## src/rtl/seq_display_pkg.sv

```systemverilog
// Shared definitions for the sequence display path.
// Provides the display FSM state type, colour/LED sizing and the colour-code
// to one-hot LED decode that the player input-capture stage also uses.
package seq_display_pkg;

    localparam int unsigned ADDR_WIDTH      = 5;
    localparam int unsigned DATA_WIDTH      = 2;
    localparam int unsigned DIFICULTY_WIDTH = 2;
    localparam int unsigned NUM_COLORS      = 4;
    localparam int unsigned LED_W           = 4;

    typedef enum logic [2:0] {
        S_IDLE,
        S_FETCH,
        S_WAIT,
        S_ON,
        S_OFF,
        S_DONE
    } disp_state_t;

    // Colour code 0..3 -> LED bit 0..3.
    function automatic logic [LED_W-1:0] color_onehot(input logic [1:0] code);
        return LED_W'(1) << code;
    endfunction

endpackage

```

## src/rtl/tick_counter.sv

```systemverilog
// Loadable down-counter timing the LED on and off phases.
// Ports:
//   clk, rst    - clock, synchronous active-high reset (count cleared)
//   load_i      - load load_val_i this cycle (takes priority over counting)
//   load_val_i  - value loaded; the phase lasts load_val_i + 1 cycles
//   expired_o   - count has reached zero (counter then holds at zero)
module tick_counter #(
    parameter int unsigned CNT_W = 8
) (
    input  logic             clk,
    input  logic             rst,
    input  logic             load_i,
    input  logic [CNT_W-1:0] load_val_i,
    output logic             expired_o
);

    logic [CNT_W-1:0] count_q;

    always_ff @(posedge clk) begin
        if (rst) begin
            count_q <= '0;
        end else if (load_i) begin
            count_q <= load_val_i;
        end else if (count_q != '0) begin
            count_q <= count_q - CNT_W'(1);
        end
    end

    assign expired_o = (count_q == '0);

endmodule

```

## src/rtl/seq_display.sv

```systemverilog
// Plays the stored colour sequence back on four LEDs.
// On start_i (accepted only when idle) it latches the length and difficulty,
// reads items 0..N-1 from the sequence memory, lights each colour for
// (4-difficulty)*TICK_DIV cycles followed by a TICK_DIV-cycle blank, then
// pulses done_o. All outputs are registered.
// Ports:
//   clk, rst                 - clock, synchronous active-high reset
//   start_i                  - one-cycle start request
//   seq_len_i, difficulty_i  - latched at start
//   mem_rd_o, mem_addr_o     - memory read strobe / address (address holds)
//   mem_data_i               - read data, valid the cycle after mem_rd_o
//   led_o                    - one-hot LED drive
//   busy_o, done_o           - run in progress / one-cycle completion pulse
//   abort_i                  - only with SEQ_DISPLAY_ABORT_EN: return to idle,
//                              no done_o
module seq_display #(
    parameter int unsigned ADDR_WIDTH      = seq_display_pkg::ADDR_WIDTH,
    parameter int unsigned DATA_WIDTH      = seq_display_pkg::DATA_WIDTH,
    parameter int unsigned DIFICULTY_WIDTH = seq_display_pkg::DIFICULTY_WIDTH,
    parameter int unsigned TICK_DIV        = 12_500_000
) (
    input  logic                               clk,
    input  logic                               rst,
    input  logic                               start_i,
    input  logic [ADDR_WIDTH:0]                seq_len_i,
    input  logic [DIFICULTY_WIDTH-1:0]         difficulty_i,
    output logic                               mem_rd_o,
    output logic [ADDR_WIDTH-1:0]              mem_addr_o,
    input  logic [DATA_WIDTH-1:0]              mem_data_i,
    output logic [seq_display_pkg::LED_W-1:0]  led_o,
    output logic                               busy_o,
`ifdef SEQ_DISPLAY_ABORT_EN
    input  logic                               abort_i,
`endif
    output logic                               done_o
);

    import seq_display_pkg::*;

    localparam int unsigned IDX_W = ADDR_WIDTH + 1;
    localparam int unsigned CNT_W = $clog2(5 * TICK_DIV + 1);
    localparam logic [CNT_W-1:0] OFF_LOAD = CNT_W'(TICK_DIV - 1);

    disp_state_t                state_q, state_d;
    logic [IDX_W-1:0]           len_q, len_d;
    logic [IDX_W-1:0]           idx_q, idx_d;
    logic [IDX_W-1:0]           idx_next;
    logic [DIFICULTY_WIDTH-1:0] diff_q, diff_d;
    logic [DATA_WIDTH-1:0]      colour_q, colour_d;
    logic                       rd_q, rd_d;
    logic [ADDR_WIDTH-1:0]      addr_q, addr_d;
    logic [LED_W-1:0]           led_q, led_d;
    logic                       busy_q, busy_d;
    logic                       done_q, done_d;

    logic                       cnt_load;
    logic [CNT_W-1:0]           cnt_load_val;
    logic                       cnt_expired;
    logic [31:0]                on_cycles;

    assign on_cycles = (32'd4 - 32'(diff_q)) * TICK_DIV;
    assign idx_next  = idx_q + IDX_W'(1);

    tick_counter #(
        .CNT_W(CNT_W)
    ) u_tick_counter (
        .clk        (clk),
        .rst        (rst),
        .load_i     (cnt_load),
        .load_val_i (cnt_load_val),
        .expired_o  (cnt_expired)
    );

    always_comb begin
        state_d      = state_q;
        len_d        = len_q;
        idx_d        = idx_q;
        diff_d       = diff_q;
        colour_d     = colour_q;
        rd_d         = 1'b0;
        addr_d       = addr_q;
        led_d        = '0;
        busy_d       = busy_q;
        done_d       = 1'b0;
        cnt_load     = 1'b0;
        cnt_load_val = '0;

        unique case (state_q)
            S_IDLE: begin
                busy_d = 1'b0;
                if (start_i) begin
                    len_d   = seq_len_i;
                    diff_d  = difficulty_i;
                    idx_d   = '0;
                    busy_d  = 1'b1;
                    state_d = S_FETCH;
                    // A zero-length run passes through S_FETCH without a read
                    // so that done_o still lands one edge after the start.
                    if (seq_len_i != '0) begin
                        rd_d   = 1'b1;
                        addr_d = '0;
                    end
                end
            end
            S_FETCH: begin
                if (len_q == '0) begin
                    state_d = S_DONE;
                    done_d  = 1'b1;
                end else begin
                    state_d = S_WAIT;
                end
            end
            S_WAIT: begin
                colour_d     = mem_data_i;
                led_d        = color_onehot(mem_data_i[1:0]);
                cnt_load     = 1'b1;
                cnt_load_val = CNT_W'(on_cycles - 32'd1);
                state_d      = S_ON;
            end
            S_ON: begin
                if (cnt_expired) begin
                    cnt_load     = 1'b1;
                    cnt_load_val = OFF_LOAD;
                    state_d      = S_OFF;
                end else begin
                    led_d = color_onehot(colour_q[1:0]);
                end
            end
            S_OFF: begin
                if (cnt_expired) begin
                    idx_d = idx_next;
                    if (idx_next == len_q) begin
                        state_d = S_DONE;
                        done_d  = 1'b1;
                    end else begin
                        state_d = S_FETCH;
                        rd_d    = 1'b1;
                        addr_d  = idx_next[ADDR_WIDTH-1:0];
                    end
                end
            end
            S_DONE: begin
                busy_d  = 1'b0;
                state_d = S_IDLE;
            end
            default: begin
                busy_d  = 1'b0;
                state_d = S_IDLE;
            end
        endcase

`ifdef SEQ_DISPLAY_ABORT_EN
        if (abort_i && (state_q != S_IDLE)) begin
            state_d  = S_IDLE;
            rd_d     = 1'b0;
            led_d    = '0;
            busy_d   = 1'b0;
            done_d   = 1'b0;
            cnt_load = 1'b0;
        end
`endif
    end

    always_ff @(posedge clk) begin
        if (rst) begin
            state_q  <= S_IDLE;
            len_q    <= '0;
            idx_q    <= '0;
            diff_q   <= '0;
            colour_q <= '0;
            rd_q     <= 1'b0;
            addr_q   <= '0;
            led_q    <= '0;
            busy_q   <= 1'b0;
            done_q   <= 1'b0;
        end else begin
            state_q  <= state_d;
            len_q    <= len_d;
            idx_q    <= idx_d;
            diff_q   <= diff_d;
            colour_q <= colour_d;
            rd_q     <= rd_d;
            addr_q   <= addr_d;
            led_q    <= led_d;
            busy_q   <= busy_d;
            done_q   <= done_d;
        end
    end

    assign mem_rd_o   = rd_q;
    assign mem_addr_o = addr_q;
    assign led_o      = led_q;
    assign busy_o     = busy_q;
    assign done_o     = done_q;

endmodule

```

## config.mk

```make
export PLATFORM = sky130hd
export DESIGN_NAME = seq_display
export DESIGN_NICKNAME = d
export VERILOG_FILES = /design/src/rtl/seq_display_pkg.sv /design/src/rtl/tick_counter.sv /design/src/rtl/seq_display.sv
export SDC_FILE = /design/constraint.sdc
export NUM_CORES = 1
export LEC_CHECK = 0
export ABC_CLOCK_PERIOD_IN_PS = 5800
export CORE_MARGIN = 2
export CORE_UTILIZATION = 55
export DETAILED_ROUTE_END_ITERATION = 10
export PLACE_DENSITY = 0.76
export SKIP_CTS_REPAIR_TIMING = 1
export SYNTH_ARGS = -nofsm -noshare
export SYNTH_HDL_FRONTEND = slang
export SYNTH_SLANG_ARGS = --single-unit
export TNS_END_PERCENT = 100
```

## constraint.sdc

```tcl
create_clock -name clk -period 5.8 [get_ports clk]
set_clock_uncertainty 0.05 [all_clocks]
set_input_delay 0.87 -clock clk [delete_from_list [all_inputs] [get_ports clk]]
set_output_delay 0.87 -clock clk [all_outputs]
set_load 0.03 [all_outputs]
```

**Word level (Yosys, flattened, before mapping)**

Cells that the tools add are included.
W data, S select, Z words.

- Memory bits (writable): 0
- Latch bits: 0
- Bits in registers: 57
- Input bits: 13
- Bits in read-only memories: 0
- Memories kept: 0
- Logic and storage cells: 73

- Divide/modulo/power cells: 0
- Multipliers: 1
- Magnitude comparators: 0
- Eq/ne operators: 10
- Multiplexer cells: 33
- Shifts and indexed selects: 2
- Add/sub/neg operators: 4
- Bitwise operators: 0
- Reductions and logical operators: 12

Operators by type and width:

| kind | number |
|---|---|
| $mux W26 | 2 |
| $pmux W26 S2 | 1 |
| $sub A26 B1 Y26 const B | 2 |
| $mul A32 B19 Y21 const B | 1 |
| $logic_not A26 Y1 | 1 |
| $reduce_bool A26 Y1 | 1 |
| $mux W24 | 1 |
| $mux W5 | 4 |
| $mux W3 | 5 |
| $pmux W3 S5 | 1 |
| $mux W6 | 2 |
| $pmux W6 S2 | 1 |
| $ne A2 B2 Y1 const B | 5 |
| $pmux W5 S2 | 1 |
| $mux W1 | 9 |
| $pmux W1 S2 | 4 |
| $pmux W4 S2 | 1 |
| $shl A1 B2 Y4 const A | 2 |
| $add A6 B1 Y6 const B | 1 |
| $eq A3 B2 Y1 const B | 2 |
| $eq A6 B6 Y1 | 1 |
| $logic_not A6 Y1 | 1 |
| $reduce_and A3 Y1 | 2 |
| $reduce_bool A6 Y1 | 1 |
| other kinds (9) | 10 |

**Depth between registers and ports, before layout**

Gate-level depths: netlist of run 1.

- Depth after elaboration: 5
- Gate-level depth with buffers: 14

**By module**

From an unflattened synthesis of run 1, not the netlist that was laid out.

- Cell total of the unflattened synthesis: 465
- Area, all modules: 3771.1 um2

Modules (own cells, without submodules):

| module | seq. area each (um2) | cells each | area an instance (um2) | instances |
|---|---|---|---|---|
| seq_display | 620.6 | 278 | 2249.7 | 1 |
| tick_counter | 520.5 | 187 | 1521.5 | 1 |

**Worst setup path before layout of run 1**

OpenSTA, ideal clock, no wires.

- Path kind: flip-flop to flip-flop
- Start: register diff_q[0]
- End: register u_tick_counter.count_q[20]
- Cell stages (with the launch flop): 14
- Arrival: 3.070 ns
- Path slack: 2.594 ns
- Clock period less this slack: 3.206 ns
- Cell sequence: dfxtp_1 -> inv_1 -> ha_1 -> xor2_1 -> nand2_1 -> xnor2_1 -> ha_1 -> ha_1 -> or3_1 -> nand3_1 -> nand3_1 -> mux2i_1 -> xnor2_1 -> a211oi_1

- Cells in the longest elaborated chain, start to end: 5

Ends and longest elaborated chain:

| element | RTL line | RTL |
|---|---|---|
| start: declaration | seq_display.sv:48 | `logic [DIFICULTY_WIDTH-1:0] diff_q, diff_d;` |
| start signal: assignment | seq_display.sv:180 | `diff_q <= diff_d;` |
| $sub A3 B2 Y4 | seq_display.sv:61 | `assign on_cycles = (32'd4 - 32'(diff_q)) * TICK_DIV;` |
| $mul A32 B19 Y21 | seq_display.sv:61 |  |
| $sub A26 B1 Y26 | seq_display.sv:117 | `cnt_load_val = CNT_W'(on_cycles - 32'd1);` |
| $pmux W26 S2 | seq_display.sv:88 | `unique case (state_q)` |
| $mux W26 | tick_counter.sv:22 | `end else if (load_i) begin` |
| end signal: assignment | tick_counter.sv:23 | `count_q <= load_val_i;` |
| end signal: assignment | tick_counter.sv:25 | `count_q <= count_q - CNT_W'(1);` |
| end: declaration | tick_counter.sv:17 | `logic [CNT_W-1:0] count_q;` |

Every way passes these cells.
A chain may end at the register's enable or synchronous reset.

**Worst setup path in the final report of run 1**

Ends and elaborated chain as after synthesis.

==> results.ini, run 1 <==
[grt]
grt_pass1_vias = 2893
grt_overflow_total = 0
grt.total_usage = 0.244
grt_pass1_wl_um = 12900
grt_max_degree = 45
antenna_found_initial = 0

[worst_setup_path]
end_kind = flip-flop
required_ns = 6.00
rr_worst_depth = 13
r2r_start = diff_q[0]$_SDFFE_PP0P_
worstReg2RegEnd = u_tick_counter.count_q[20]$_SDFFE_PP0P_
worstSetupStartpointType = flip-flop
critPathArrivalTime_ns = 3.71
critPathKind = reg2reg
rrSetupSlack_ns = 2.30
cp_max_fo = 7

[layout]
final_nets = 479
fillers = 527
area_delta_synth_final_pct = 13.8
multiInputGateArea_mm2 = 0.00216
antenna_cells = 0
ff_latch_area_mm2 = 0.00114
drive_above_1_share = 0.0650

[hold_path]
hp-start = len_q[2]$_SDFFE_PP0P_
hold_path_class = reg2reg
whs_path_depth = 2
min_to = len_q[2]$_SDFFE_PP0P_

[sta]
hold_violations = 0
drv_slew = 0
fin_crit_ns = 3.50
setup_slack_ns = 2.30
slew_headroom = 0.337
worstMarginPinSlew_ns = 0.993
setup_tns_ns = 0
setup_viol = 0
period_share = 0.604
rsz0062_at_grt = no
fmax_mhz = 285

[detailed_routing]
routed_via_density = 5.84
routed_wl_um = 7610
drt-pass1-iter-count = 5
drt_iter0_drc = 156
vias = 3043
drc_errors = 0
post_drt_wl_per_cell_um = 14.6
drt.antenna.violating_nets = 0

[floorplanning]
boundaryPins = 25
initial_core_util = 0.573
die-area_mm2 = 0.00685
core_area_mm2 = 0.00596
num_rows = 28
die_h_um = 82.8
die_x_um = 82.8

[clock_network]
cts_root_buf = clkbuf_8
cts_made_buffers = 9
cts_tree = yes
cts.reportedPaths.clkPinSlew_ns = 0.07
worst_skew_pair.late_latency_ns = 0.34
cts.sinks = 57
htree_levels = 3
max-clock-path-buffers = 2

[synthesis]
syn_inst = 422
synth_cell_types = 52
synth_seq_cells = 57
synthArstFlopShare = 0
synthTopCellsByArea = dfxtp_1, ha_1, a21oi_1, xnor2_1, nand2_1
yosysMostFrequentCell = dfxtp_1
yosys.area.top_type_share = 0.335
yosysTopAreaCell = dfxtp_1
syn_area_per_cell_um2 = 8.08
netlist_area_mm2 = 0.00341
synth-main-ff-cell = dfxtp_1
yosys-top-cells-count = dfxtp_1, nand2_1, a21oi_1
ys_warn_count = 0
synth-edff-count = 0
seq_area_frac_synth = 0.335

[placement]
pre_cts_ws_ns = 2.30
io_buffers = 24
dp_hpwl_um = 5370
place_congestion = 0.904

[run_status]
status = finished clean

[power_and_ir_drop]
total_leakage_power_nw = 1.51
power.density_mw_per_mm2 = 447
ir_drop_mv = 0.328

[job]
max-cap-violations = 0

==> sequential cells by signal (all words and copies together) (netlist names) <==
register	count
u_tick_counter.count_q	26
idx_q	6
len_q	6
mem_addr_o	5
led_o	4
state_q	3
colour_q	2
diff_q	2
busy_o	1
done_o	1
mem_rd_o	1
==> logic make-up after synthesis <==
| logic type | share of synthesized area |
|---|---|
| and+or+nand+nor | 0.255 |
| buffers and inverters | 0.0367 |
| muxes | 0.0147 |
| other | 0.00110 |
| adders and majority gates | 0.0880 |
| DFF | 0.335 |
| AOI/OAI and AO/OA | 0.154 |
| xor gates and xnor gates | 0.116 |
==> where the power goes <==
| part | total, mW | internal (mW) | switching [mW] |
|---|---|---|---|
| registers | 0.590 | 0.490 | 0.0999 |
| clock network | 0.355 | 0.193 | 0.161 |
| logic | 0.791 | 0.342 | 0.449 |
==> metrics by stage <==
| stage | util | instances | hold WS [ns] | power (mW) | cell area [um^2] |
|---|---|---|---|---|---|
| floorplan | - | 424 | 0.400 | 1.22 | 3420 |
| global placement | 0.621 | 506 | 0.410 | 1.36 | 3700 |
| detailed placement | 0.621 | 506 | 0.424 | 1.38 | 3700 |
| CTS | 0.652 | 521 | 0.434 | 1.74 | 3880 |
| global route | 0.652 | 521 | 0.448 | 1.88 | 3880 |
| finish | 0.652 | 521 | 0.428 | 1.74 | 3880 |
==> metal layers <==
layer,global-route usage,share of wire,routed length (um)
met1,0.304,0.45,3450
met2,0.415,0.48,3650
met3,0.0533,0.050,384
met4,0.0852,0.017,133
met5,0,0,0
==> critical path, cell delays in order (launching register included) <==
cell,delay [ns]
dfxtp_1,0.46
inv_1,0.17
ha_1,0.41
xor2_1,0.34
nand2_1,0.17
xnor2_1,0.16
ha_1,0.28
ha_1,0.19
or3_1,0.39
nand3_1,0.15
nand3_1,0.14
mux2i_1,0.20
xnor2_1,0.10
a211oi_1,0.22
==> worst max path at each step <==
| stage | endpoint | slack [ns] | from |
|---|---|---|---|
| after global routing | u_tick_counter.count_q[20]$_SDFFE_PP0P_ | 2.00 | diff_q[0]$_SDFFE_PP0P_ |
| after detailed placement | u_tick_counter.count_q[20]$_SDFFE_PP0P_ | 2.30 | diff_q[0]$_SDFFE_PP0P_ |
| after global placement | u_tick_counter.count_q[20]$_SDFFE_PP0P_ | 2.40 | diff_q[0]$_SDFFE_PP0P_ |
| final | u_tick_counter.count_q[20]$_SDFFE_PP0P_ | 2.30 | diff_q[0]$_SDFFE_PP0P_ |
| after floorplan | u_tick_counter.count_q[20]$_SDFFE_PP0P_ | 2.59 | diff_q[0]$_SDFFE_PP0P_ |
| after CTS | u_tick_counter.count_q[20]$_SDFFE_PP0P_ | 2.29 | diff_q[0]$_SDFFE_PP0P_ |
==> layout by cell type (no fill, tap or decap), drive strengths merged, types with 2 or more instances in the layout <==
master         Yosys  routed
a221oi             4       4
mux2i              5       5
conb               1       3
ha                24      24
nand2b             7       7
a31oi              2       2
and2               2       2
xor2              16      16
a22oi              3       3
xnor3              2       2
nand3             15      15
clkdlybuf4s50      0      24
inv               11      11
clkinvlp           0       2
nor3b              5       5
or4                3       3
o31ai              2       2
nor4              11      11
and3               3       3
nor3              12      12
xnor2             24      24
nand4              5       5
nand2             54      54
or2                6       6
or3                7       7
o21ai             13      13
nand3b             3       3
clkinv             0       3
nor2b              3       3
a211oi             5       5
dfxtp             57      57
nor2              37      37
a21o               2       2
a21oi             43      43
buf                2       3
a32oi              2       2
clkbuf            18       9
==> final cells by class <==
type,count,share of cell area
multi-input cells,336,0.556
well taps,75,0.0242
clock buffers,9,0.0319
repair buffers,27,0.0677
flip-flops and latches,57,0.294
clock inverters,6,0.0155
inverters,11,0.0106
Note: power is estimated with default switching activity, not from simulation.
==> inputs of run 2 (changes only) <==
--- a/config.mk
+++ b/config.mk
@@ -5,7 +5,7 @@
 export SDC_FILE = /design/constraint.sdc
 export NUM_CORES = 1
 export LEC_CHECK = 0
-export ABC_CLOCK_PERIOD_IN_PS = 5800
+export ABC_CLOCK_PERIOD_IN_PS = 3280
 export CORE_MARGIN = 2
 export CORE_UTILIZATION = 55
 export DETAILED_ROUTE_END_ITERATION = 10
==> constraint.sdc (replaced) <==
create_clock -name clk -period 3.28 [get_ports clk]
set_clock_uncertainty 0.05 [all_clocks]
set_input_delay 0.492 -clock clk [delete_from_list [all_inputs] [get_ports clk]]
set_output_delay 0.492 -clock clk [all_outputs]
set_load 0.03 [all_outputs]
==> results.ini, run 2 (synthesis gave the netlist of run 1 again) <==
[detailed_routing]
drt-pass1-iter-count = 5
routed_via_density = 5.81
drt.antenna.violating_nets = 0
vias = 3109
post_drt_wl_per_cell_um = 15.0
routed_wl_um = 8010
drt_iter0_drc = 206
drc_errors = 0

[worst_setup_path]
critPathArrivalTime_ns = 3.28
critPathKind = reg2reg
startpoint = diff_q[1]$_SDFFE_PP0P_
rrSetupSlack_ns = 0.22
crit_family = adder cells
crit_buf_inv = 1
worst_path_most_repeated_cell = xnor2_1
worstSetupStartpointType = flip-flop
required_ns = 3.49
end_kind = flip-flop
rr_worst_depth = 13
worstSetupEndpoint = u_tick_counter.count_q[20]$_SDFFE_PP0P_
path_depth = 13
worstReg2RegEnd = u_tick_counter.count_q[20]$_SDFFE_PP0P_
crit_slowest_cell = or3_1
worst_path_largest_cell_delay_ns = 0.42
cp_max_fo = 6
r2r_start = diff_q[1]$_SDFFE_PP0P_
crit_chain = inv_1 > ha_4 > xor2_2 > nand2_1 > xnor2_1 > ha_1 > ha_1 > or3_1 > a32oi_1 > nand2_1 > xnor2_1 > xnor2_1 > a211oi_1

[sta]
setup_tns_ns = 0
hold_violations = 0
fin_crit_ns = 3.06
period_share = 0.934
setup_viol = 0
slew_headroom = 0.559
worstMarginPinSlew_ns = 0.645
fmax_mhz = 326
drv_slew = 0

[floorplanning]
core_area_mm2 = 0.00596
boundaryPins = 25
die_h_um = 82.8
initial_core_util = 0.573
num_rows = 28
die_x_um = 82.8
die-area_mm2 = 0.00685

[layout]
reg_top3 = u_tick_counter.count_q (26), idx_q (6), len_q (6)
fillers = 503
final_nets = 492
fin_area_mm2 = 0.00406
drive_above_1_share = 0.104
antenna_cells = 0
largest_reg_flops = 26
area_delta_synth_final_pct = 19.0
layout_commonest_cell = dfxtp_1
regMostFlops = u_tick_counter.count_q
mostFrequentLayoutCells = dfxtp_1, nand2_1, a21oi_1

[power_and_ir_drop]
swShare = 0.390
power_frac_clock = 0.231
p_int_mw = 2.04
p_sw_mw = 1.31
ir_drop_mv = 0.587
power.density_mw_per_mm2 = 825
design_power_total_mw = 3.35
total_leakage_power_nw = 1.60
comb_power_share = 0.461
p_seq_frac = 0.308

[grt]
antenna_found_initial = 0
grt_pass1_wl_um = 13200
grt_pass1_vias = 2916
grt_overflow_total = 0
grt.total_usage = 0.253
grt_max_degree = 44

[clock_network]
cts_made_buffers = 9
htree_levels = 3
cts.sinks = 57
max-clock-path-buffers = 2
cts_root_buf = clkbuf_8
worst_skew_pair.late_latency_ns = 0.35
cts_tree = yes
cts.reportedPaths.clkPinSlew_ns = 0.07

[placement]
io_buffers = 24
place_area_mm2 = 0.00379
place_congestion = 0.899
dp_hpwl_um = 5510

[hold_path]
whs_path_depth = 2
hold_path_class = reg2reg

[run_status]
status = finished clean

[job]
max-cap-violations = 0

[run 2: cell count changes in the layout (fill, tap and decap cells not counted), moves of 2 or more]
cell      previous run  this run
nand3_1             15        13
clkbuf_8             9        11
nand3_2              0         2
clkinv_2             3         0
buf_4                3        16
ha_1                24        22
[run 2: tightest hold or removal path, delay by kind of cell, from the launching register on]
family	cells	cell delay, ns
flip-flops	1	0.31
AND/OR/NAND/NOR	1	0.06
AO/OA/AOI/OAI	1	0.05
[run 2: worst min-delay path by stage]
stage                               start  slack [ns]                          to
5_1_grt             len_q[3]$_SDFFE_PP0P_        0.46       len_q[3]$_SDFFE_PP0P_
3_3_place_gp   mem_addr_o[1]$_SDFFE_PP0P_        0.41  mem_addr_o[1]$_SDFFE_PP0P_
6_report       mem_addr_o[1]$_SDFFE_PP0P_        0.43  mem_addr_o[1]$_SDFFE_PP0P_
3_5_place_dp        len_q[3]$_SDFFE_PP0P_        0.42       len_q[3]$_SDFFE_PP0P_
2_1_floorplan       len_q[3]$_SDFFE_PP0P_        0.40       len_q[3]$_SDFFE_PP0P_
4_1_cts             len_q[3]$_SDFFE_PP0P_        0.43       len_q[3]$_SDFFE_PP0P_
[run 2: through the flow]
| stage | util | std cells | hold WS, ns | worst slack [ns] |
|---|---|---|---|---|
| floorplan | - | 424 | 0.400 | 0.0744 |
| global placement | 0.637 | 519 | 0.408 | 0.152 |
| detailed placement | 0.637 | 519 | 0.419 | -0.00368 |
| CTS | 0.676 | 535 | 0.429 | -0.0385 |
| global route | 0.682 | 535 | 0.455 | -0.00705 |
| finish | 0.682 | 535 | 0.426 | 0.216 |
[run 2: final cells by class]
| class | count | area (um^2) | area share |
|---|---|---|---|
| Inverter | 11 | 41.3 | 0.0102 |
| Clock inverter | 4 | 75.1 | 0.0185 |
| Sequential cell | 57 | 1140 | 0.281 |
| Tap cell | 75 | 93.8 | 0.0231 |
| Clock buffer | 12 | 155 | 0.0382 |
| Multi-Input combinational cell | 336 | 2190 | 0.540 |
| Timing Repair Buffer | 40 | 360 | 0.0888 |
[run 2: power by group through the flow]
stage | clock [mW] | sequential (mW) | combinational [mW]
after floorplan | 0 | 1.01 | 1.15
after global placement | 0 | 1.03 | 1.48
after detailed placement | 0 | 1.04 | 1.51
after CTS | 0.783 | 1.03 | 1.52
after global routing | 0.813 | 1.05 | 1.74
final | 0.775 | 1.03 | 1.54
[run 2: layer usage]
| layer | GRT usage | part of all wire |
|---|---|---|
| met5 | 0 | 0 |
| met4 | 0.133 | 0.026 |
| met3 | 0.0457 | 0.047 |
| met2 | 0.416 | 0.46 |
| met1 | 0.314 | 0.46 |
